`src/rtl/vga_timing_gen.sv`:
```
// vga_timing_gen: 1280x1024@60 raster counters with sync, blanking and colour aligned to the renderer latency
module vga_timing_gen #(
    parameter int H_VIS      = 1280,
    parameter int H_FP       = 48,
    parameter int H_SYNC     = 112,
    parameter int H_BP       = 248,
    parameter int V_VIS      = 1024,
    parameter int V_FP       = 1,
    parameter int V_SYNC     = 3,
    parameter int V_BP       = 38,
    parameter bit SYNC_POL   = 1'b1,
    parameter int PIPE_DELAY = 1
) (
    input  logic        clk_vga,
    input  logic        rst_n,
    input  logic [3:0]  pixel_red,
    input  logic [3:0]  pixel_green,
    input  logic [3:0]  pixel_blue,
    output logic [11:0] VGA_HORZ_COORD,
    output logic [11:0] VGA_VERT_COORD,
    output logic        video_active,
    output logic        frame_start,
    output logic        VGA_HS,
    output logic        VGA_VS,
    output logic [3:0]  VGA_RED,
    output logic [3:0]  VGA_GREEN,
    output logic [3:0]  VGA_BLUE
);
    localparam int H_TOTAL = H_VIS + H_FP + H_SYNC + H_BP;
    localparam int V_TOTAL = V_VIS + V_FP + V_SYNC + V_BP;
    localparam logic [11:0] H_MAX = 12'(H_TOTAL - 1);
    localparam logic [11:0] V_MAX = 12'(V_TOTAL - 1);
    localparam logic [11:0] H_VIS_C = 12'(H_VIS);
    localparam logic [11:0] V_VIS_C = 12'(V_VIS);
    localparam logic [11:0] HS_LO = 12'(H_VIS + H_FP);
    localparam logic [11:0] HS_HI = 12'(H_VIS + H_FP + H_SYNC - 1);
    localparam logic [11:0] VS_LO = 12'(V_VIS + V_FP);
    localparam logic [11:0] VS_HI = 12'(V_VIS + V_FP + V_SYNC - 1);
    localparam logic [2:0] INACT = {~SYNC_POL, ~SYNC_POL, 1'b0};

    if (H_TOTAL > 4096 || V_TOTAL > 4096 || PIPE_DELAY < 0 || PIPE_DELAY > 7) begin : g_param_chk
        $error("vga_timing_gen: totals must be <= 4096 and PIPE_DELAY in 0..7");
    end

    logic [11:0] h_nxt;
    logic [11:0] v_nxt;
    logic        hs0;
    logic        vs0;
    logic [2:0]  stage0;
    logic [2:0]  stage_d;

    always_comb begin
        h_nxt = VGA_HORZ_COORD == H_MAX ? 12'd0 : VGA_HORZ_COORD + 12'd1;
        v_nxt = VGA_HORZ_COORD != H_MAX ? VGA_VERT_COORD :
                VGA_VERT_COORD == V_MAX ? 12'd0 : VGA_VERT_COORD + 12'd1;
    end

    // Decode from the next coordinates so every stage-0 flag lands on the same edge as its coords
    always_ff @(posedge clk_vga or negedge rst_n) begin
        if (!rst_n) begin
            VGA_HORZ_COORD <= H_MAX;
            VGA_VERT_COORD <= V_MAX;
            video_active   <= 1'b0;
            frame_start    <= 1'b0;
            hs0            <= ~SYNC_POL;
            vs0            <= ~SYNC_POL;
        end else begin
            VGA_HORZ_COORD <= h_nxt;
            VGA_VERT_COORD <= v_nxt;
            video_active   <= h_nxt < H_VIS_C && v_nxt < V_VIS_C;
            frame_start    <= h_nxt == 12'd0 && v_nxt == 12'd0;
            hs0            <= (h_nxt >= HS_LO && h_nxt <= HS_HI) ? SYNC_POL : ~SYNC_POL;
            vs0            <= (v_nxt >= VS_LO && v_nxt <= VS_HI) ? SYNC_POL : ~SYNC_POL;
        end
    end

    assign stage0 = {hs0, vs0, video_active};

    if (PIPE_DELAY == 0) begin : g_direct
        assign stage_d = stage0;
    end else begin : g_pipe
        logic [PIPE_DELAY-1:0][2:0] sr;
        always_ff @(posedge clk_vga or negedge rst_n) begin
            if (!rst_n) begin
                for (int i = 0; i < PIPE_DELAY; i++) sr[i] <= INACT;
            end else begin
                sr[0] <= stage0;
                for (int i = 1; i < PIPE_DELAY; i++) sr[i] <= sr[i-1];
            end
        end
        assign stage_d = sr[PIPE_DELAY-1];
    end

    always_ff @(posedge clk_vga or negedge rst_n) begin
        if (!rst_n) begin
            VGA_HS    <= ~SYNC_POL;
            VGA_VS    <= ~SYNC_POL;
            VGA_RED   <= 4'h0;
            VGA_GREEN <= 4'h0;
            VGA_BLUE  <= 4'h0;
        end else begin
            VGA_HS    <= stage_d[2];
            VGA_VS    <= stage_d[1];
            VGA_RED   <= stage_d[0] ? pixel_red : 4'h0;
            VGA_GREEN <= stage_d[0] ? pixel_green : 4'h0;
            VGA_BLUE  <= stage_d[0] ? pixel_blue : 4'h0;
        end
    end
endmodule

```
`config.mk`:
```
export PLATFORM = sky130hd
export DESIGN_NAME = vga_timing_gen
export DESIGN_NICKNAME = d
export VERILOG_FILES = /design/src/rtl/vga_timing_gen.sv
export SDC_FILE = /design/constraint.sdc
export NUM_CORES = 1
export LEC_CHECK = 0
export CAP_MARGIN = 15
export CELL_PAD_IN_SITES_DETAIL_PLACEMENT = 1
export CELL_PAD_IN_SITES_GLOBAL_PLACEMENT = 1
export CORE_MARGIN = 2
export CORE_UTILIZATION = 38
export CTS_BUF_LIST = sky130_fd_sc_hd__clkbuf_2 sky130_fd_sc_hd__clkbuf_4 sky130_fd_sc_hd__clkbuf_8
export DETAILED_ROUTE_END_ITERATION = 8
export MAX_ROUTING_LAYER = met4
export PLACE_DENSITY_LB_ADDON = 0.08
export SYNTH_ARGS = -nofsm -noshare
export SYNTH_HDL_FRONTEND = slang
export SYNTH_SLANG_ARGS = --single-unit
export TNS_END_PERCENT = 20
```
`constraint.sdc`:
```
create_clock -name clk_vga -period 3.6 [get_ports clk_vga]
set_clock_uncertainty 0.1 [all_clocks]
set_input_delay 0.72 -clock clk_vga [delete_from_list [all_inputs] [get_ports clk_vga]]
set_output_delay 0.72 -clock clk_vga [all_outputs]
set_load 0.005 [all_outputs]
```
# Yosys cells after proc, flatten, opt, wreduce, memory -nomap -nowiden
# Cells that the tools add are included.
# word_totals
reg_bits,45
inputBits,14
out_inout_bits,40
word_cells,37
# op_classes
add_sub_neg,2
magnitude_cmp,6
eq_ne,3
n_mux,8
reduce_logical,6
# op_table
operator,count
$mux W12,3
$add A12 B1 Y12 const B,2
$eq A12 B11 Y1 const B,2
$ge A12 B11 Y1 const B,2
$le A12 B11 Y1 const B,2
$logic_not A12 Y1,2
$lt A12 B11 Y1 const B,2
$mux W4,3
$ne A12 B11 Y1 const B,1
$logic_and A1 B1 Y1,4
$mux W1,2

# Logic depth before layout (Yosys ltp)
# Gate-level depths: netlist of the first run.
# depth
word_depth,6
mapped_depth,8

# Worst setup path after synthesis of the first run
# No wires, ideal clock.
# synth_timing
path_type,reg-to-reg
from,register VGA_HORZ_COORD[5]
to,register frame_start
arrival_time_ps,2518
required_ps,3404
slack_ps,886
path_stages_with_launch,7
synth_period_minus_slack_ps,2714
path_cell_list,dfrtp_1 > or4_4 > or3_4 > nor3_1 > mux2_2 > or4_4 > nor4_2
# synth_between
elab_chain_len,4
elab_cells_between_ends,8
cone_classes,add/sub (1); eq/ne (2); mux (2); reduce/logical (3)
# synth_lines
element,line_no,source
from (decl),19,"output logic [11:0] VGA_HORZ_COORD,"
from (signal assigned),68,VGA_HORZ_COORD <= h_nxt;
$ne A12 B11 Y1,54,v_nxt = VGA_HORZ_COORD != H_MAX ? VGA_VERT_COORD :
$mux W12,54,
via v_nxt[8],46,logic [11:0] v_nxt;
$logic_not A12 Y1,71,frame_start <= h_nxt == 12'd0 && v_nxt == 12'd0;
$logic_and A1 B1 Y1,71,
to (signal assigned),64,frame_start <= 1'b0;
to (signal assigned),71,
to (decl),22,"output logic frame_start,"
# The timed path passes the listed nets, and every way through them passes these cells.

# Worst setup path in the final report of the first run
# layout_timing
from,register VGA_HORZ_COORD[0]
to,register frame_start
# The elaborated chain is that of the path after synthesis.

==> results of run 1 <==
cells in the mapped netlist (all sizes together):
master | number | share of area [%]
dfrtp | 34 | 43
nor2 | 14 | 2.6
and2 | 13 | 4.1
dfstp | 11 | 14
nand2 | 10 | 1.9
nor3 | 10 | 3.0
xor2 | 9 | 3.9
nand3 | 8 | 2.0
nand4 | 6 | 1.9
o21ai | 5 | 1.2
ha | 4 | 2.5
inv | 4 | 0.75
o31ai | 4 | 1.5
or4 | 4 | 2.1
xnor2 | 4 | 1.7
a21oi | 3 | 0.75
nor4 | 3 | 1.6
o21a | 3 | 1.1
or3 | 3 | 1.2
a22o | 2 | 0.88
and3 | 2 | 0.62
buf | 2 | 1.1
mux2 | 2 | 1.1
nand2b | 2 | 0.62
nand4b | 2 | 0.88
o22ai | 2 | 0.62
a2111oi | 1 | 0.44
a211oi | 1 | 0.38
a2bb2oi | 1 | 0.75
a31o | 1 | 0.44
clkbuf | 1 | 0.19
o211ai | 1 | 0.38
or2 | 1 | 0.31
or4b | 1 | 0.50
registers in the layout, indices dropped and copies added (netlist names), 3 cells and up:
name	flops
VGA_HORZ_COORD	12
VGA_VERT_COORD	12
VGA_BLUE	4
VGA_RED	4
VGA_GREEN	4
g_pipe.sr	3
how the worst max path moves through the flow:
stage                           start           to  slack, ps  cells past startpoint
floorplan           VGA_HORZ_COORD[5]  frame_start        890                      6
global placement    VGA_HORZ_COORD[0]  frame_start        750                      7
detailed placement  VGA_HORZ_COORD[0]          vs0        660                      7
CTS                 VGA_HORZ_COORD[0]  frame_start        630                      7
global route        VGA_HORZ_COORD[0]          vs0        460                      7
finish              VGA_HORZ_COORD[0]  frame_start        630                      7
report_power, final:
group,internal [mW],switching [mW]
clock,0.276,0.174
combinational,0.0263,0.0158
sequential,0.512,0.00189
total,0.814,0.191
per-stage QoR:
stage | power, mW | cells | area, µm² | util [%] | hold slack (ps)
floorplan | 0.529 | 174 | 2000 | - | 231
global placement | 0.566 | 295 | 2600 | 50.8 | 231
detailed placement | 0.568 | 295 | 2600 | 50.8 | 238
CTS | 1.02 | 303 | 2730 | 53.5 | 262
global route | 1.05 | 303 | 2730 | 53.5 | 269
finish | 1.01 | 303 | 2730 | 53.5 | 257
layer usage:
| layer | track usage [%] | part of all wire, % | vias to the layer above |
|---|---|---|---|
| li1 | - | - | 734 |
| met5 | - | 0 | - |
| met1 | 25.3 | 45 | 792 |
| met4 | 4.91 | 1.0 | 0 |
| met2 | 33.3 | 50 | 41 |
| met3 | 4.15 | 3.9 | 6 |
cells by family after synthesis:
family / share of synthesized area [%]
AOI/OAI and AO/OA: 8.50
xor gates and xnor gates: 5.69
adders and majority gates: 2.50
buffers and inverters: 2.06
DFF: 56.9
muxes: 1.12
and+or+nand+nor: 23.2
area by class of cell:
class | instances | area [µm²]
Inverter | 4 | 15.0
Clock inverter | 3 | 65.1
Clock buffer | 5 | 68.8
Sequential cell | 45 | 1140
Multi-Input combinational cell | 122 | 821
Fill cell | 572 | 2380
Timing Repair Buffer | 54 | 533
Tap cell | 70 | 87.6
worst register-to-register path, cell delays in order, from the launching register on:
cell,delay (ps)
dfstp_2,580
ha_1,260
nand3_1,170
nor3_2,550
nand4_1,220
xnor2_1,210
or4_4,560
nor4_2,240
==> results by group, run 1 <==
Timing
  – Final period demand of the worst path: 2970 ps
  – Final-report max-slew violation count: 0
  – Unrepaired setup endpoints after global routing: no
  – Setup TNS: 0 ps
  – Number of hold violations in the final report: 0
  – Worst Max-Slew Pin Slew: 952 ps
  – Relative max-transition margin: between 30 and 40%
  – Period Utilization, post-route: 82.5%
  – Maximum operating frequency: ~340 MHz
  – Smallest setup slack after layout: between 600 and 700 ps
  – Total of endpoints with negative setup slack in the final report: 0

GRT
  – Number of antenna violations at the first check in global routing: 0
  – Largest net degree at the start of global routing: 46
  – First-pass GRT wire length: about 9000 µm
  – Number of global-route vias before repair: 1,693
  – Global-route usage over all layers: roughly 20%
  – Gr ovfl total: 0

Cells and area
  – Most used cells in the layout excluding fill and tap cells: 52 x clkdlybuf4s50_1, 34 x dfrtp_1, 14 x nor2_1
  – Share of final-layout standard cells stronger than drive strength 1: between 10% and 20%
  – Most common library cell in the layout ignoring fill and taps: clkdlybuf4s50_1
  – Layout net count: 250
  – Count of inserted antenna diode cells: 0
  – Area growth from synthesis to layout: 36.4%

Pwr
  – PwrDens: 368 nW/µm²
  – Maximum ir drop on the vdd rail: 0.204 mV
  – Leakage power: 1.11 nW

Clock network
  – Clock transition at path regs: 80 ps
  – TritonCTS clock tree: built
  – Root buffer cell: clkbuf_8
  – Largest buffer count on any clock path: 2
  – Clock latency on the worst-skew pair: 300 ps
  – CTS H-tree depth: 2
  – Count of hold-fix buffers inserted at cts: 0
  – Clock buffer count from CTS: 5
  – Number of instances resized during post-cts repair: 0
  – Number of buffers inserted by post-CTS setup repair: 0
  – Total number of clock tree sinks: 45

Synthesis
  – Net count of the mapped netlist: ~190
  – Post-Synthesis Cells: 174
  – Mean area per synthesized cell: 11.5 µm²
  – Number of storage elements in the synthesis netlist: 45
  – Warnings from Yosys: 0
  – Number of distinct standard cells referenced by the synthesized netlist: 39
  – Fraction of the yosys area taken by sequential cells: 56.9%
  – Post-synthesis instance area: 2000 µm²

Routing
  – Average wire per standard cell: 17.4 µm
  – Via count normalized by instance count: between 5 and 6
  – Residual antenna-violating net count after detailed routing: 0
  – Violation count after the first detailed-route iteration: 51
  – DRC violation count after routing: 0
  – Overall via count from detail_route: 1,573
  – First-pass iteration count of the detailed router: 4
  – Final wirelength: ~5300 µm

Die
  – Number of rows in the core area: 26
  – Height of the die: 76.6 µm
  – Floorplan core area: 5110 µm²
  – Effective utilization at floorplan: 39.2%
  – Die footprint: 5860 µm²
  – Boundary Pins: 54
  – Horizontal die dimension: 76.6 µm

Min path
  – Hold path endpoint: VGA_HS
  – Hold_sp: g_pipe.sr[2]
  – Number of cells on the worst hold path: 0
  – Worst min path class: reg -> reg

Critical path
  – Reg2Reg Setup Slack: around 630 ps
  – Class of the most critical setup path: reg -> reg
  – Worst path arrival time: around 3100 ps
  – Worst R2R End: frame_start
  – Count of buffering cells on the critical path with inverters included: 0
  – R2R cell count: 7
  – Family with the most delay on the worst path: simple AND/OR/NAND/NOR gates
  – Cell with the largest stage delay on the worst path: dfstp_2
  – Cell breakdown of the critical path: ha_1, nand3_1, nor3_2, nand4_1, xnor2_1, or4_4, nor4_2
  – Critical path endpoint category: flop
  – Delay of the slowest cell on the worst path: between 500 and 600 ps
  – Crit Path Max Fanout: 9
  – Worst EP required: 3710 ps
  – RR Startpoint: VGA_HORZ_COORD[0]
  – Setup crit start kind: flop

Run status
  – Run status: finished clean

Place
  – Final RePlAce weighted congestion: 0.875
  – Post-DP HPWL: 3850 µm
  – DP Worst Slack: 662 ps
  – Number of buffer cells added on primary ports: 53

Run
  – Maximum capacitance violations: 0
(Power assumes the default switching activity.)
==> inputs of run 2 (changes only) <==
==> constraint.sdc (replaced) <==
create_clock -name clk_vga -period 3 [get_ports clk_vga]
set_clock_uncertainty 0.1 [all_clocks]
set_input_delay 0.6 -clock clk_vga [delete_from_list [all_inputs] [get_ports clk_vga]]
set_output_delay 0.6 -clock clk_vga [all_outputs]
set_load 0.005 [all_outputs]
==> results by group, run 2 (synthesized netlist as in run 1, its figures left out) <==
Place
  – DP Worst Slack: 152 ps
  – Total instance count after detailed placement: 299
  – Post-DP HPWL: 3810 µm
  – Final RePlAce weighted congestion: 0.836
  – Number of buffer cells added on primary ports: 53

GRT
  – Met1 Usage GRT: 25.8%
  – First-pass GRT wire length: between 9000 and 10,000 µm
  – Number of antenna violations at the first check in global routing: 0
  – Number of global-route vias before repair: 1,739
  – Global-route usage over all layers: between 20% and 30%
  – GR Util met3: 4.98%
  – GRT met2 Usage: 32.9%
  – Largest net degree at the start of global routing: 46
  – Gr ovfl total: 0
  – Busiest layer in global routing: met2

Critical path
  – Critical path endpoint category: flop
  – Delay of the slowest cell on the worst path: 560 ps
  – Cell with the largest stage delay on the worst path: or4_4
  – Class of the most critical setup path: reg -> reg
  – Setup crit start kind: flop
  – Worst path arrival time: 2950 ps
  – Worst path most repeated cell: or4_4
  – Worst EP required: 3100 ps
  – Crit Path Max Fanout: 5
  – Cell breakdown of the critical path: or4_4, or3_4, nor3_1, mux2_2, or4_4, nor4_2

Run
  – Maximum capacitance violations: 0

Clock network
  – Total number of clock tree sinks: 45
  – Clock transition at path regs: 90 ps
  – Number of instances resized during post-cts repair: 0
  – Clock latency on the worst-skew pair: 290 ps
  – Number of buffers inserted by post-CTS setup repair: 0
  – Root buffer cell: clkbuf_8
  – Clock buffer count from CTS: 5
  – CTS H-tree depth: 2
  – TritonCTS clock tree: built
  – Largest buffer count on any clock path: 2
  – Count of hold-fix buffers inserted at cts: 0

Timing
  – Total of endpoints with negative setup slack in the final report: 0
  – Relative max-transition margin: a little over a third
  – Worst Max-Slew Pin Slew: 979 ps
  – Period Utilization, post-route: 94.9%
  – Final-report max-slew violation count: 0
  – Number of hold violations in the final report: 0
  – Worst slack on hold paths: 253 ps
  – Final period demand of the worst path: 2850 ps
  – Maximum operating frequency: between 300 and 400 MHz
  – Unrepaired setup endpoints after global routing: no
  – Smallest setup slack after layout: 152 ps
  – Setup TNS: 0 ps

Routing
  – Violation count after the first detailed-route iteration: 110
  – Average wire per standard cell: 16.8 µm
  – First-pass iteration count of the detailed router: 4
  – Via count normalized by instance count: 5.23
  – DRC violation count after routing: 0
  – Residual antenna-violating net count after detailed routing: 0
  – Final wirelength: 5170 µm
  – Overall via count from detail_route: 1,606

Min path
  – Worst min path class: reg -> reg

Cells and area
  – Most used cells in the layout excluding fill and tap cells: 52 x clkdlybuf4s50_1, 34 x dfrtp_1, 14 x nor2_1
  – Count of inserted antenna diode cells: 0
  – Area growth from synthesis to layout: 37.2%
  – Largest registers: VGA_HORZ_COORD x12, VGA_VERT_COORD x12
  – Storage cell area: 1140 µm²
  – Share of final-layout standard cells stronger than drive strength 1: between 15 and 20%
  – Most common library cell in the layout ignoring fill and taps: clkdlybuf4s50_1
  – Layout net count: between 200 and 300
  – Area used by multi-input combinational logic: roughly 820 µm²
  – Fill cells: roughly 570
  – Final cell count without fillers: 307

Die
  – Floorplan core area: 5110 µm²
  – Height of the die: 76.6 µm
  – Die footprint: between 5000 and 6000 µm²
  – Boundary Pins: 54
  – Effective utilization at floorplan: approximately 40%
  – Number of rows in the core area: 26
  – Horizontal die dimension: ~77 µm

Run status
  – Run status: finished clean

Pwr
  – Design Power: 1.14 mW
  – Leakage power: 1.12 nW
  – Maximum ir drop on the vdd rail: 0.174 mV
  – PwrDens: approximately 420 nW/µm²
==> run 2: cell types whose count changed in the layout (fill, tap and decap cells not counted), sizes merged <==
cell	delta
clkbuf	+1
clkinv	-1
buf	+4
clkinvlp	+1
bufinv	-1
==> run 2: power breakdown <==
| group | internal [mW] | leakage, nW | total (mW) | switching [mW] |
|---|---|---|---|---|
| logic | 0.0315 | 0.519 | 0.0508 | 0.0193 |
| clock network | 0.271 | 0.0574 | 0.476 | 0.206 |
| registers | 0.615 | 0.546 | 0.617 | 0.00231 |
| total | 0.917 | 1.12 | 1.14 | 0.227 |
==> run 2: area by class of cell <==
class / instances / area share, %
clock buffers: 6 / 3.01
multi-input cells: 122 / 29.9
well taps: 70 / 3.19
clock inverters: 2 / 1.37
inverters: 4 / 0.547
flip-flops and latches: 45 / 41.5
repair buffers: 58 / 20.5
==> run 2: metrics by stage <==
| stage | cell area, µm² | util, % |
|---|---|---|
| 3_3_place_gp | 2630 | 51.4 |
| 4_1_cts | 2750 | 53.8 |
| 3_5_place_dp | 2630 | 51.4 |
| 2_1_floorplan | 2000 | - |
| 6_report | 2750 | 53.8 |
| 5_1_grt | 2750 | 53.8 |
==> run 2: final timing paths <==
path | from | endpoint | slack (ps) | cells past startpoint
min in group asynchronous | rst_n | VGA_GREEN[0] | 360 | 1
max reg2reg | VGA_HORZ_COORD[5] | vs0 | 150 | 6
min | g_pipe.sr[2] | VGA_HS | 250 | 0
min reg2reg | g_pipe.sr[2] | VGA_HS | 250 | 0
max | VGA_HORZ_COORD[5] | vs0 | 150 | 6
max in group asynchronous | rst_n | VGA_VERT_COORD[4] | 1840 | 1
==> run 2: worst max-delay path, delay by kind of cell, from the launching register on <==
family / cells / cell delay, ps
mux: 1 / 390
simple gates: 5 / 1820
flops: 1 / 440
==> run 2: layer usage <==
layer | vias to the layer above | part of all wire (%)
met5 | - | 0
met4 | 0 | 0.48
met3 | 2 | 4.3
met2 | 44 | 52
met1 | 816 | 44
li1 | 744 | -
==> inputs of run 3 (changes only) <==
--- a/config.mk
+++ b/config.mk
@@ -9,9 +9,9 @@
 export CELL_PAD_IN_SITES_DETAIL_PLACEMENT = 1
 export CELL_PAD_IN_SITES_GLOBAL_PLACEMENT = 1
 export CORE_MARGIN = 2
-export CORE_UTILIZATION = 38
-export CTS_BUF_LIST = sky130_fd_sc_hd__clkbuf_2 sky130_fd_sc_hd__clkbuf_4 sky130_fd_sc_hd__clkbuf_8
+export CORE_UTILIZATION = 37
 export DETAILED_ROUTE_END_ITERATION = 8
+export GPL_ROUTABILITY_DRIVEN = 0
 export MAX_ROUTING_LAYER = met4
 export PLACE_DENSITY_LB_ADDON = 0.08
 export SYNTH_ARGS = -nofsm -noshare
==> results by group, run 3 (synthesized netlist as in run 1, its figures left out) <==
Run status
  – Run status: finished clean

Die
  – Horizontal die dimension: 77.6 µm
  – Floorplan core area: 5170 µm²
  – Number of rows in the core area: 26
  – Height of the die: 77.6 µm
  – Die footprint: 6010 µm²
  – Effective utilization at floorplan: 38.7%
  – Boundary Pins: 54

Timing
  – Relative max-transition margin: 34.2%
  – Maximum operating frequency: 349 MHz
  – Number of hold violations in the final report: 0
  – Period Utilization, post-route: a little over nine tenths
  – Smallest setup slack after layout: 132 ps
  – Final period demand of the worst path: around 2900 ps
  – Final-report max-slew violation count: 0
  – Worst slack on hold paths: ~250 ps
  – Worst Max-Slew Pin Slew: 987 ps
  – Unrepaired setup endpoints after global routing: no
  – Setup TNS: 0 ps
  – Total of endpoints with negative setup slack in the final report: 0

Routing
  – First-pass iteration count of the detailed router: 4
  – Final wirelength: 5100 µm
  – Violation count after the first detailed-route iteration: 75
  – Via count normalized by instance count: 5.04
  – Residual antenna-violating net count after detailed routing: 0
  – Average wire per standard cell: 16.6 µm
  – DRC violation count after routing: 0
  – Overall via count from detail_route: between 1,500 and 2,000

Cells and area
  – Largest registers: VGA_HORZ_COORD x12, VGA_VERT_COORD x12
  – Most common library cell in the layout ignoring fill and taps: clkdlybuf4s50_1
  – Most used cells in the layout excluding fill and tap cells: 52 x clkdlybuf4s50_1, 34 x dfrtp_1, 14 x nor2_1
  – Area growth from synthesis to layout: 37.6%
  – Layout net count: 255
  – Count of inserted antenna diode cells: 0
  – Share of final-layout standard cells stronger than drive strength 1: 16.4%

Pwr
  – Design Power: 1.15 mW
  – Maximum ir drop on the vdd rail: 0.216 mV
  – Leakage power: 1.13 nW
  – PwrDens: 416 nW/µm²

Min path
  – Worst min path class: reg -> reg

Clock network
  – Count of hold-fix buffers inserted at cts: 0
  – Clock transition at path regs: 80 ps
  – TritonCTS clock tree: built
  – Number of buffers inserted by post-CTS setup repair: 0
  – Root buffer cell: clkbuf_8
  – CTS H-tree depth: 2
  – Number of instances resized during post-cts repair: 0
  – Clock buffer count from CTS: 5
  – Largest buffer count on any clock path: 2
  – Total number of clock tree sinks: 45
  – Clock latency on the worst-skew pair: between 200 and 300 ps

Critical path
  – Crit Path Max Fanout: 5
  – Worst path arrival time: between 2000 and 3000 ps
  – Setup crit start kind: flop
  – Critical path endpoint category: flop
  – Class of the most critical setup path: reg -> reg
  – Worst EP required: ~3100 ps

Place
  – Post-DP HPWL: between 3000 and 4000 µm
  – Number of buffer cells added on primary ports: 53
  – DP Worst Slack: 146 ps

GRT
  – First-pass GRT wire length: 8650 µm
  – Number of antenna violations at the first check in global routing: 0
  – Number of global-route vias before repair: 1,701
  – Largest net degree at the start of global routing: 46
  – Gr ovfl total: 0
  – Global-route usage over all layers: 18.9%

Run
  – Maximum capacitance violations: 0
[run 3: through the flow]
step / cells / cell area [µm²] / utilization, %
6_report: 308 / 2750 / 53.2
2_1_floorplan: 174 / 2000 / -
3_3_place_gp: 300 / 2630 / 50.9
4_1_cts: 308 / 2750 / 53.2
5_1_grt: 308 / 2750 / 53.2
3_5_place_dp: 300 / 2630 / 50.9
[run 3: cell type report]
type	count	area, µm²
inverter	4	15.0
multi-input combinational	122	821
sequential	45	1140
tap	70	87.6
clock buffer	6	82.6
clock inverter	2	37.5
fill	561	2420
timing repair buffer	59	571
[run 3: worst paths after layout]
path / slack [ps] / endpoint / startpoint / cells after the start
max reg2reg: 130 / vs0 / VGA_HORZ_COORD[5] / 6
min in group asynchronous: 360 / VGA_RED[1] / rst_n / 1
min: 250 / g_pipe.sr[2] / hs0 / 0
min reg2reg: 250 / g_pipe.sr[2] / hs0 / 0
max in group asynchronous: 1830 / VGA_HORZ_COORD[5] / rst_n / 1
max: 130 / vs0 / VGA_HORZ_COORD[5] / 6
[run 3: critical path, stage by stage, from the launching register on]
cell     delay (ps)
dfrtp_1         430
or4_4           560
or3_4           390
nor3_1          250
mux2_2          370
or4_4           440
nor4_2          240
[run 3: metal layers]
layer	GRT usage [%]	vias up	wire, µm
li1	-	740	-
met1	23.5	771	2400
met4	5.54	0	58
met5	-	-	0
met3	3.60	5	148
met2	31.5	37	2490
[run 3: power by group]
| group | internal [mW] | switching [mW] | total, mW | leakage [nW] |
|---|---|---|---|---|
| sequential | 0.615 | 0.00209 | 0.617 | 0.546 |
| clock | 0.271 | 0.208 | 0.479 | 0.0574 |
| combinational | 0.0315 | 0.0192 | 0.0507 | 0.524 |
| total | 0.917 | 0.229 | 1.15 | 1.13 |
